**src/rtl/feq.sv**
```systemverilog
// Tolerant single-precision equality compare. Sign, exponent and the top
// MANT_BITS mantissa bits must match; NaN never matches; +0 equals -0.
module feq #(
    parameter int unsigned MANT_BITS = 7
) (
    input  logic        clk,
    input  logic        rst,
    input  logic [31:0] read_data1,
    input  logic [31:0] read_data2,
    input  logic        Feq_en,
    output logic [31:0] eqdata_out
);

    // Mask of mantissa bits that take part in the compare (top nbits of 23).
    function automatic logic [22:0] mant_mask_f(input int unsigned nbits);
        logic [22:0] mask;
        mask = 23'd0;
        for (int i = 0; i < 23; i++) begin
            if ((i + int'(nbits)) >= 23) begin
                mask[i] = 1'b1;
            end else begin
                mask[i] = 1'b0;
            end
        end
        return mask;
    endfunction

    // NaN uses the full mantissa so a low-bit payload is never masked away.
    function automatic logic is_nan_f(input logic [31:0] x);
        return (x[30:23] == 8'hFF) && (x[22:0] != 23'd0);
    endfunction

    function automatic logic is_zero_f(input logic [31:0] x);
        return (x[30:0] == 31'd0);
    endfunction

    localparam logic [22:0] MANT_MASK = mant_mask_f(MANT_BITS);

    logic        w_equal;
    logic [31:0] w_result;
    logic [31:0] r_eqdata;

    // Equality decision in priority order: NaN, signed zeros, field match.
    always_comb begin
        w_equal = 1'b0;
        if (is_nan_f(read_data1) || is_nan_f(read_data2)) begin
            w_equal = 1'b0;
        end else if (is_zero_f(read_data1) && is_zero_f(read_data2)) begin
            w_equal = 1'b1;
        end else begin
            w_equal = (read_data1[31] == read_data2[31]) &&
                      (read_data1[30:23] == read_data2[30:23]) &&
                      (((read_data1[22:0] ^ read_data2[22:0]) & MANT_MASK) == 23'd0);
        end
    end

    // Result word with the enable gating folded in.
    always_comb begin
        w_result = {31'd0, (Feq_en & w_equal)};
    end

    // Output register, reloaded every cycle.
    always_ff @(posedge clk) begin
        if (rst) begin
            r_eqdata <= 32'd0;
        end else begin
            r_eqdata <= w_result;
        end
    end

    assign eqdata_out = r_eqdata;

endmodule

```
**config.mk**
```make
export PLATFORM = sky130hd
export DESIGN_NAME = feq
export DESIGN_NICKNAME = d
export VERILOG_FILES = /design/src/rtl/feq.sv
export SDC_FILE = /design/constraint.sdc
export NUM_CORES = 1
export LEC_CHECK = 0
export ABC_AREA = 1
export ABC_CLOCK_PERIOD_IN_PS = 850
export CORE_ASPECT_RATIO = 1.1
export CORE_MARGIN = 5
export CORE_UTILIZATION = 29
export CTS_BUF_LIST = sky130_fd_sc_hd__clkbuf_4 sky130_fd_sc_hd__clkbuf_8
export CTS_CLUSTER_DIAMETER = 40
export DETAILED_ROUTE_END_ITERATION = 10
export PLACE_DENSITY = 0.81
export SYNTH_ARGS = -nofsm -noshare
export SYNTH_HDL_FRONTEND = slang
export SYNTH_SLANG_ARGS = --single-unit
```
**constraint.sdc**
```tcl
create_clock -name clk -period 0.85 [get_ports clk]
set_input_delay 0.085 -clock clk [delete_from_list [all_inputs] [get_ports clk]]
set_output_delay 0.085 -clock clk [all_outputs]
set_load 0.01 [all_outputs]
```
# Word level (Yosys, flattened, before mapping)
# Cells that the tools add are included.
# W data, S select, Z words.
classes:
  eq_ne: 4
  n_mux: 2
  bitwise: 2
  n_reduce_logical: 11
ops:
  columns: ["operator", "n"]
  rows:
  - ["$logic_not A31 Y1", 2]
  - ["$reduce_bool A23 Y1", 2]
  - ["$logic_not A23 Y1", 1]
  - ["$xor A23 B23 Y23", 1]
  - ["$eq A8 B8 Y1 const B", 2]
  - ["$eq A8 B8 Y1", 1]
  - ["$logic_and A1 B1 Y1", 5]
  - ["$mux W1", 2]
  - ["$and A1 B1 Y1", 1]
  - ["$eq A1 B1 Y1", 1]
  - ["$logic_or A1 B1 Y1", 1]
word_totals:
  ff_bits: 32
  input_bits: 67
  out_inout_bits: 32

# Longest topological paths before layout
# Gate-level depths: netlist of run 1.
logic_depth:
  word_depth: 6
  ltp_mapped: 10

# Worst setup path after synthesis of run 1
# OpenSTA, ideal clock, no wires.
synth_timing:
  path_type: "in2reg"
  start: "input port read_data2[13]"
  end: "register r_eqdata[0] (netlist: eqdata_out[0])"
  arrival_time_ns: 0.677
  required_ns: 0.788
  slack_ns: 0.111
  cell_stages: 9
  path_buffers: 0
  path_cell_list: "nor2_1 -> nand2_1 -> nor2_1 -> nand2_1 -> nor2_1 -> nand2_1 -> nand2_1 -> inv_1 -> nor2_2"
synth_between:
  elab_chain_cells: 5
synth_rtl:
  columns: ["item", "line_no", "source"]
  rows:
  - ["start: declaration", "9", "input logic [31:0] read_data2,"]
  - ["$logic_not A31 Y1 or $reduce_bool A23 Y1 (tied branches)", "34, 30", null]
  - ["$logic_and A1 B1 Y1 (on tied branches)", "48, 30", null]
  - ["$mux W1 or $logic_or A1 B1 Y1 (tied branches)", "48, 46", null]
  - ["$mux W1 (*)", "46", "if (is_nan_f(read_data1) || is_nan_f(read_data2)) begin"]
  - ["$and A1 B1 Y1 (*)", "59", "w_result = {31'd0, (Feq_en & w_equal)};"]
  - ["end signal: assignment", "67", "r_eqdata <= w_result;"]
  - ["end: declaration", "41", "logic [31:0] r_eqdata;"]
# Every way passes the cells marked *; elsewhere a longest branch is shown, timed or not.
# A chain may end at the register's enable or synchronous reset.

# Worst setup path in the final report of run 1
layout_timing:
  start: "input port Feq_en"
  end: "register r_eqdata[0] (netlist: eqdata_out[0])"
layout_between:
  elab_chain_cells: 1
layout_rtl:
  columns: ["item", "line_no", "source"]
  rows:
  - ["start: declaration", "10", "input logic Feq_en,"]
  - ["$and A1 B1 Y1", "59", null]
# Every way passes these cells.

==> flow_metrics.env, run 1 <==
export IMPL_ys_ff_latch=1
export IMPL_p_sw_uw=277
export IMPL_hpwlAfterDp_microns=2500
export IMPL_final_common_cell="nand2_1"
export IMPL_finish_instance_area_sq_um=1390
export IMPL_antenna_cells=0
export IMPL_max_cap_violations=0
export IMPL_setup_viol=1
export IMPL_pwr_share_seq_pct=8.2
export IMPL_drc=0
export IMPL_startpoint_type="primary input"
export IMPL_route_met2_wl_microns=1560
export IMPL_gr_usage_all_layers_pct=10.8
export IMPL_start_util_pct=30.1
export IMPL_multiInputGateArea_sq_um=743
export IMPL_slowest_delay_ns=0.45
export IMPL_drtIter0Drc=48
export IMPL_drt_met1_wl_microns=998
export IMPL_critPathKind="primary input to flop"
export IMPL_ant_nets=0
export IMPL_fillCellCount=339
export IMPL_pwr_share_comb_pct=91.8
export IMPL_post_dp_cell_area_sq_um=1500
export IMPL_die_area_sq_um=4360
export IMPL_end_kind="flop"
export IMPL_drive_gt1_share_pct=34.8
export IMPL_die_x_microns=63.4
export IMPL_critPathSlowestCell="clkdlybuf4s50_1"
export IMPL_fin_crit_sh_pct=109
export IMPL_clk_pin_slew_worst_paths_ns=0
export IMPL_synth_avg_cell_area_sq_um=4.55
export IMPL_fin_ws_ns=-0.0778
export IMPL_grt_pass1_wl_microns=4040
export IMPL_path_max_fanout=1
export IMPL_total_power_uw=581
export IMPL_ir_drop_mv=0.261
export IMPL_seqCellArea_sq_um=20.0
export IMPL_grt_max_degree=5
export IMPL_p_per_area_nw_per_um2=418
export IMPL_syn2layout_area_growth_pct=52.7
export IMPL_crit_chain="clkdlybuf4s50_1, inv_1, nor2_1, nand3_1, nor2_2"
export IMPL_core_sq_um=3020
export IMPL_met3WireLength_microns=266
export IMPL_status="finished with violations"
export IMPL_cts_hold_buf=0
export IMPL_viasPerCell=3.93
export IMPL_syn_inst=200
export IMPL_ys_warn_count=0
export IMPL_port_buffers=67
export IMPL_synth_cell_types=10
export IMPL_maxUsedRoutingLayer="met3"
export IMPL_antenna_found_initial=0
export IMPL_wirelength_microns=2830
export IMPL_syn_cell_area_sq_um=910
export IMPL_timing_final_max_slew_violations=0
export IMPL_fp_dieH_microns=68.7
export IMPL_rsz0062_at_grt="true"
export IMPL_timing_fmax_ghz=1.08
export IMPL_p_int_uw=304
export IMPL_hp_class="primary input to flop"
export IMPL_cp_required_ns=0.79
export IMPL_nets=336
export IMPL_switching_share_pct=47.7
export IMPL_vias=1183
export IMPL_rows=21
export IMPL_timing_final_crit_period_ns=0.928
export IMPL_arrival_ns=0.87
export IMPL_hold_viol=0
export IMPL_ys_seq_area_share_pct=2.20
export IMPL_grt_overflow=0
export IMPL_violations="negative setup slack"
export IMPL_gp_congestion=0.769
export IMPL_dr_pass1_iters=4
export IMPL_final_cell_mix="65 x nand2_1, 44 x buf_2, 43 x nor2_1"
export IMPL_largest_reg_flops=1
export IMPL_grt_pass1_vias=996
export IMPL_p_leak_uw=0.000818
export IMPL_wl_per_cell_microns=9.39
export IMPL_ios=99
export IMPL_power_share_clock_pct=0
## worst paths after layout
| check | from | depth (start not counted) | endpoint | slack (ns) |
|---|---|---|---|---|
| worst max-delay path | Feq_en | 5 | eqdata_out[0] | -0.08 |
| worst min-delay path | read_data2[7] | 8 | eqdata_out[0] | 0.54 |
## cell usage after synthesis (all sizes together)
library cell	n	share of area (%)
o21ai	1	0.55
inv	29	12
nand4	5	3.4
nand3	4	2.2
conb	1	0.41
nand2	65	27
buf	31	26
dfxtp	1	2.2
nor2	63	27
## power groups by stage
stage | clock, uW | sequential, uW | combinational, uW
3_3_place_gp | 0 | 47.9 | 566
6_report | 0 | 47.9 | 533
2_1_floorplan | 0 | 47.9 | 313
3_5_place_dp | 0 | 47.9 | 572
4_1_cts | 0 | 47.9 | 462
5_1_grt | 0 | 47.9 | 597
## worst max-delay path, delay by kind of cell
family | cells | cell delay (ns)
buffers and inverters | 2 | 0.49
and+or+nand+nor | 3 | 0.30
## per-stage QoR
step                utilization (%)  hold slack (ns)  TNS [ns]  setup slack [ns]  instances
finish                         46.0            0.538   -0.0778           -0.0778        301
global route                   46.0            0.572    -0.174            -0.174        301
CTS                            41.5            0.538   -0.0847           -0.0847        301
detailed placement             49.7            0.738    -0.510            -0.459        300
global placement               49.7            0.738    -0.508            -0.455        300
floorplan                         -            0.270         0             0.111        230
## routing by layer
layer	track usage (%)	up-vias
met5	0	-
met4	0	0
met3	1.78	0
met2	20.6	41
met1	13.6	482
li1	-	660
## what timing repair did
action,4_1_cts,5_1_grt
buffers inserted,1,0
endpoints found under the setup margin,2,1
gates resized for setup,248,35
pin swaps,71,31
## area by class of cell
type / instances / share of cell area, %
well taps: 34 / 3.06
inverters: 29 / 7.84
multi-input cells: 169 / 53.5
flip-flops and latches: 1 / 1.44
repair buffers: 68 / 34.1
## cell families (layout without fill, tap and decap cells)
kind of cell           count (synthesis)  count (layout)  share of synthesized area (%)
buffers and inverters                 60              97                           37.6
flip-flops                             1               1                           2.20
AO/OA/AOI/OAI                          1               1                          0.550
AND/OR/NAND/NOR                      137             137                           59.3
other                                  1              31                          0.412
Note: power is estimated with default switching activity, not from simulation.
==> run 2: changes to the inputs <==
==> config.mk (replaced) <==
export PLATFORM = sky130hd
export DESIGN_NAME = feq
export DESIGN_NICKNAME = d
export VERILOG_FILES = /design/src/rtl/feq.sv
export SDC_FILE = /design/constraint.sdc
export NUM_CORES = 1
export LEC_CHECK = 0
export ABC_CLOCK_PERIOD_IN_PS = 850
export CAP_MARGIN = 30
export CORE_ASPECT_RATIO = 1.1
export CORE_MARGIN = 5
export CORE_UTILIZATION = 23
export CTS_BUF_LIST = sky130_fd_sc_hd__clkbuf_4 sky130_fd_sc_hd__clkbuf_8
export CTS_CLUSTER_DIAMETER = 40
export DETAILED_ROUTE_END_ITERATION = 10
export PLACE_DENSITY = 0.82
export SYNTH_ARGS = -nofsm -noshare
export SYNTH_HDL_FRONTEND = slang
export SYNTH_SLANG_ARGS = --single-unit
==> run 2 against run 1 <==
The flow still finishes with violations (negative setup slack). Final cell count fell by 38%. Die area fell by 12%. Synthesized area fell by 32%. Fmax fell by 20%. Sequential cell count did not move. Synthesized cell count fell by 57%. Global-route usage rose by 3.9 points. Critical path depth rose by 1. Via count fell by 27%.
==> flow_metrics.env, run 2 <==
export IMPL_fin_ws_ns=-0.310
export IMPL_rows=19
export IMPL_vias=859
export IMPL_fin_crit_sh_pct=137
export IMPL_fillCellCount=249
export IMPL_synth_top_cells_by_count="31 x buf_4, 16 x xnor2_1, 15 x nor4_1"
export IMPL_path_max_fanout=2
export IMPL_antenna_found_initial=0
export IMPL_max_cap_violations=0
export IMPL_ant_nets=0
export IMPL_gr_usage_all_layers_pct=14.7
export IMPL_status="finished with violations"
export IMPL_grt_pass1_wl_microns=4320
export IMPL_fp_dieH_microns=64.3
export IMPL_hpwlAfterDp_microns=2550
export IMPL_drc=0
export IMPL_hold_viol=0
export IMPL_die_x_microns=59.4
export IMPL_cts_hold_buf=0
export IMPL_syn_inst=86
export IMPL_dp_worst_setup_slack_ns=-0.698
export IMPL_wirelength_microns=3040
export IMPL_synth_edf_count=0
export IMPL_ir_drop_mv=0.238
export IMPL_final_common_cell="conb_1"
export IMPL_drt_met1_wl_microns=847
export IMPL_ios=99
export IMPL_dr_pass1_iters=4
export IMPL_slowest_delay_ns=0.24
export IMPL_core_sq_um=2540
export IMPL_synth_cell_types=15
export IMPL_ys_ff_latch=1
export IMPL_largest_reg_flops=1
export IMPL_final_cell_mix="31 x conb_1, 22 x buf_2, 14 x clkdlybuf4s15_1"
export IMPL_synth_top_area_share_pct=37.7
export IMPL_cp_top_family="simple AND/OR/NAND/NOR gates"
export IMPL_cp_required_ns=0.78
export IMPL_yosysMostFrequentCell="buf_4"
export IMPL_startpoint_type="primary input"
export IMPL_ys_seq_area_share_pct=3.25
export IMPL_arrival_ns=1.09
export IMPL_timing_final_max_slew_violations=0
export IMPL_seqCellArea_sq_um=20.0
export IMPL_critPathSlowestCell="nor4_2"
export IMPL_crit_chain="clkdlybuf4s15_1, xnor2_2, nand4_1, nor4_2, o31ai_1, a21oi_1"
export IMPL_end_kind="flop"
export IMPL_grt_overflow=0
export IMPL_syn2layout_area_growth_pct=110
export IMPL_timing_fmax_ghz=0.862
export IMPL_fin_tns_setup_ns=-0.310
export IMPL_p_leak_uw=0.000573
export IMPL_synthArstFlopShare_pct=0
export IMPL_ys_flop_type="dfxtp_1"
export IMPL_nets=226
export IMPL_rsz0062_at_grt="true"
export IMPL_clk_pin_slew_worst_paths_ns=0
export IMPL_syn_cell_area_sq_um=617
export IMPL_setup_viol=1
export IMPL_wl_per_cell_microns=16.1
export IMPL_port_buffers=67
export IMPL_p_per_area_nw_per_um2=458
export IMPL_multiInputGateArea_sq_um=681
export IMPL_drtIter0Drc=16
export IMPL_grt_max_degree=4
export IMPL_hp_class="primary input to flop"
export IMPL_antenna_cells=0
export IMPL_synthTopCellsByArea="buf_4 38%, xnor2_1 23%, nor4_1 15%"
export IMPL_violations="negative setup slack"
export IMPL_start_util_pct=24.2
export IMPL_drive_gt1_share_pct=44.6
export IMPL_met3WireLength_microns=226
export IMPL_critPathKind="primary input to flop"
export IMPL_gp_congestion=0.840
export IMPL_synth_top_cell_by_area="buf_4"
export IMPL_grt_pass1_vias=956
export IMPL_route_met2_wl_microns=1830
export IMPL_die_area_sq_um=3820
export IMPL_critical_path_buf_inv_count=1
export IMPL_viasPerCell=4.57
export IMPL_maxUsedRoutingLayer="met4"
export IMPL_ys_warn_count=0
export IMPL_synth_avg_cell_area_sq_um=7.17
export IMPL_timing_final_crit_period_ns=1.16
-- run 2: cell count changes in the layout (fill, tap and decap cells not counted), sizes merged, moves of 5 or more --
| cell | delta |
|---|---|
| nand2 | -63 |
| nor2 | -61 |
| buf | -33 |
| inv | -28 |
| clkdlybuf4s15 | +17 |
| xnor2 | +16 |
| nor4 | +15 |
| clkbuf | +10 |
| dlygate4sd2 | +10 |
| nand4 | +5 |
-- run 2: timing repair --
item,CTS,global route
buffers inserted,1,0
setup endpoints to repair,2,1
pin swaps,43,20
resized for setup,189,36
-- run 2: worst paths after layout --
check       endpoint  cells past startpoint  slack (ns)            from
max    eqdata_out[0]                      6       -0.31  read_data2[20]
min    eqdata_out[0]                      4        0.51  read_data2[25]
-- run 2: power breakdown --
| group | switching [uW] | leakage (uW) | total (uW) | internal [uW] |
|---|---|---|---|---|
| registers | 0.000255 | 0.00000805 | 47.9 | 47.9 |
| clock network | 0 | 0 | 0 | 0 |
| logic | 262 | 0.000565 | 546 | 284 |
-- run 2: per-layer routing --
layer | track usage, % | up-vias
li1 | - | 402
met1 | 12.8 | 389
met2 | 30.6 | 56
met3 | 2.82 | 12
met4 | 5.95 | 0
met5 | 0 | -
-- run 2: area by class of cell --
| cell class | count | area share (%) |
|---|---|---|
| multi-input combinational | 83 | 52.6 |
| timing repair buffer | 72 | 42.6 |
| tap | 31 | 3.00 |
| sequential | 1 | 1.55 |
| inverter | 1 | 0.290 |
-- run 2: logic make-up after synthesis --
group                     synth area share [%]
xor gates and xnor gates                  22.7
buffers and inverters                     38.3
and+or+nand+nor                           31.6
other                                    0.608
AOI/OAI and AO/OA                         3.45
DFF                                       3.25
-- run 2: metrics by stage --
step / hold slack (ns) / util, % / instance area (sq um) / total power (uW) / cells
finish: 0.510 / 50.9 / 1290 / 593 / 188
global route: 0.538 / 50.9 / 1290 / 634 / 188
CTS: 0.528 / 48.8 / 1240 / 545 / 188
detailed placement: 0.707 / 48.6 / 1240 / 582 / 187
global placement: 0.671 / 48.6 / 1240 / 571 / 187
floorplan: 0.222 / - / 729 / 305 / 116
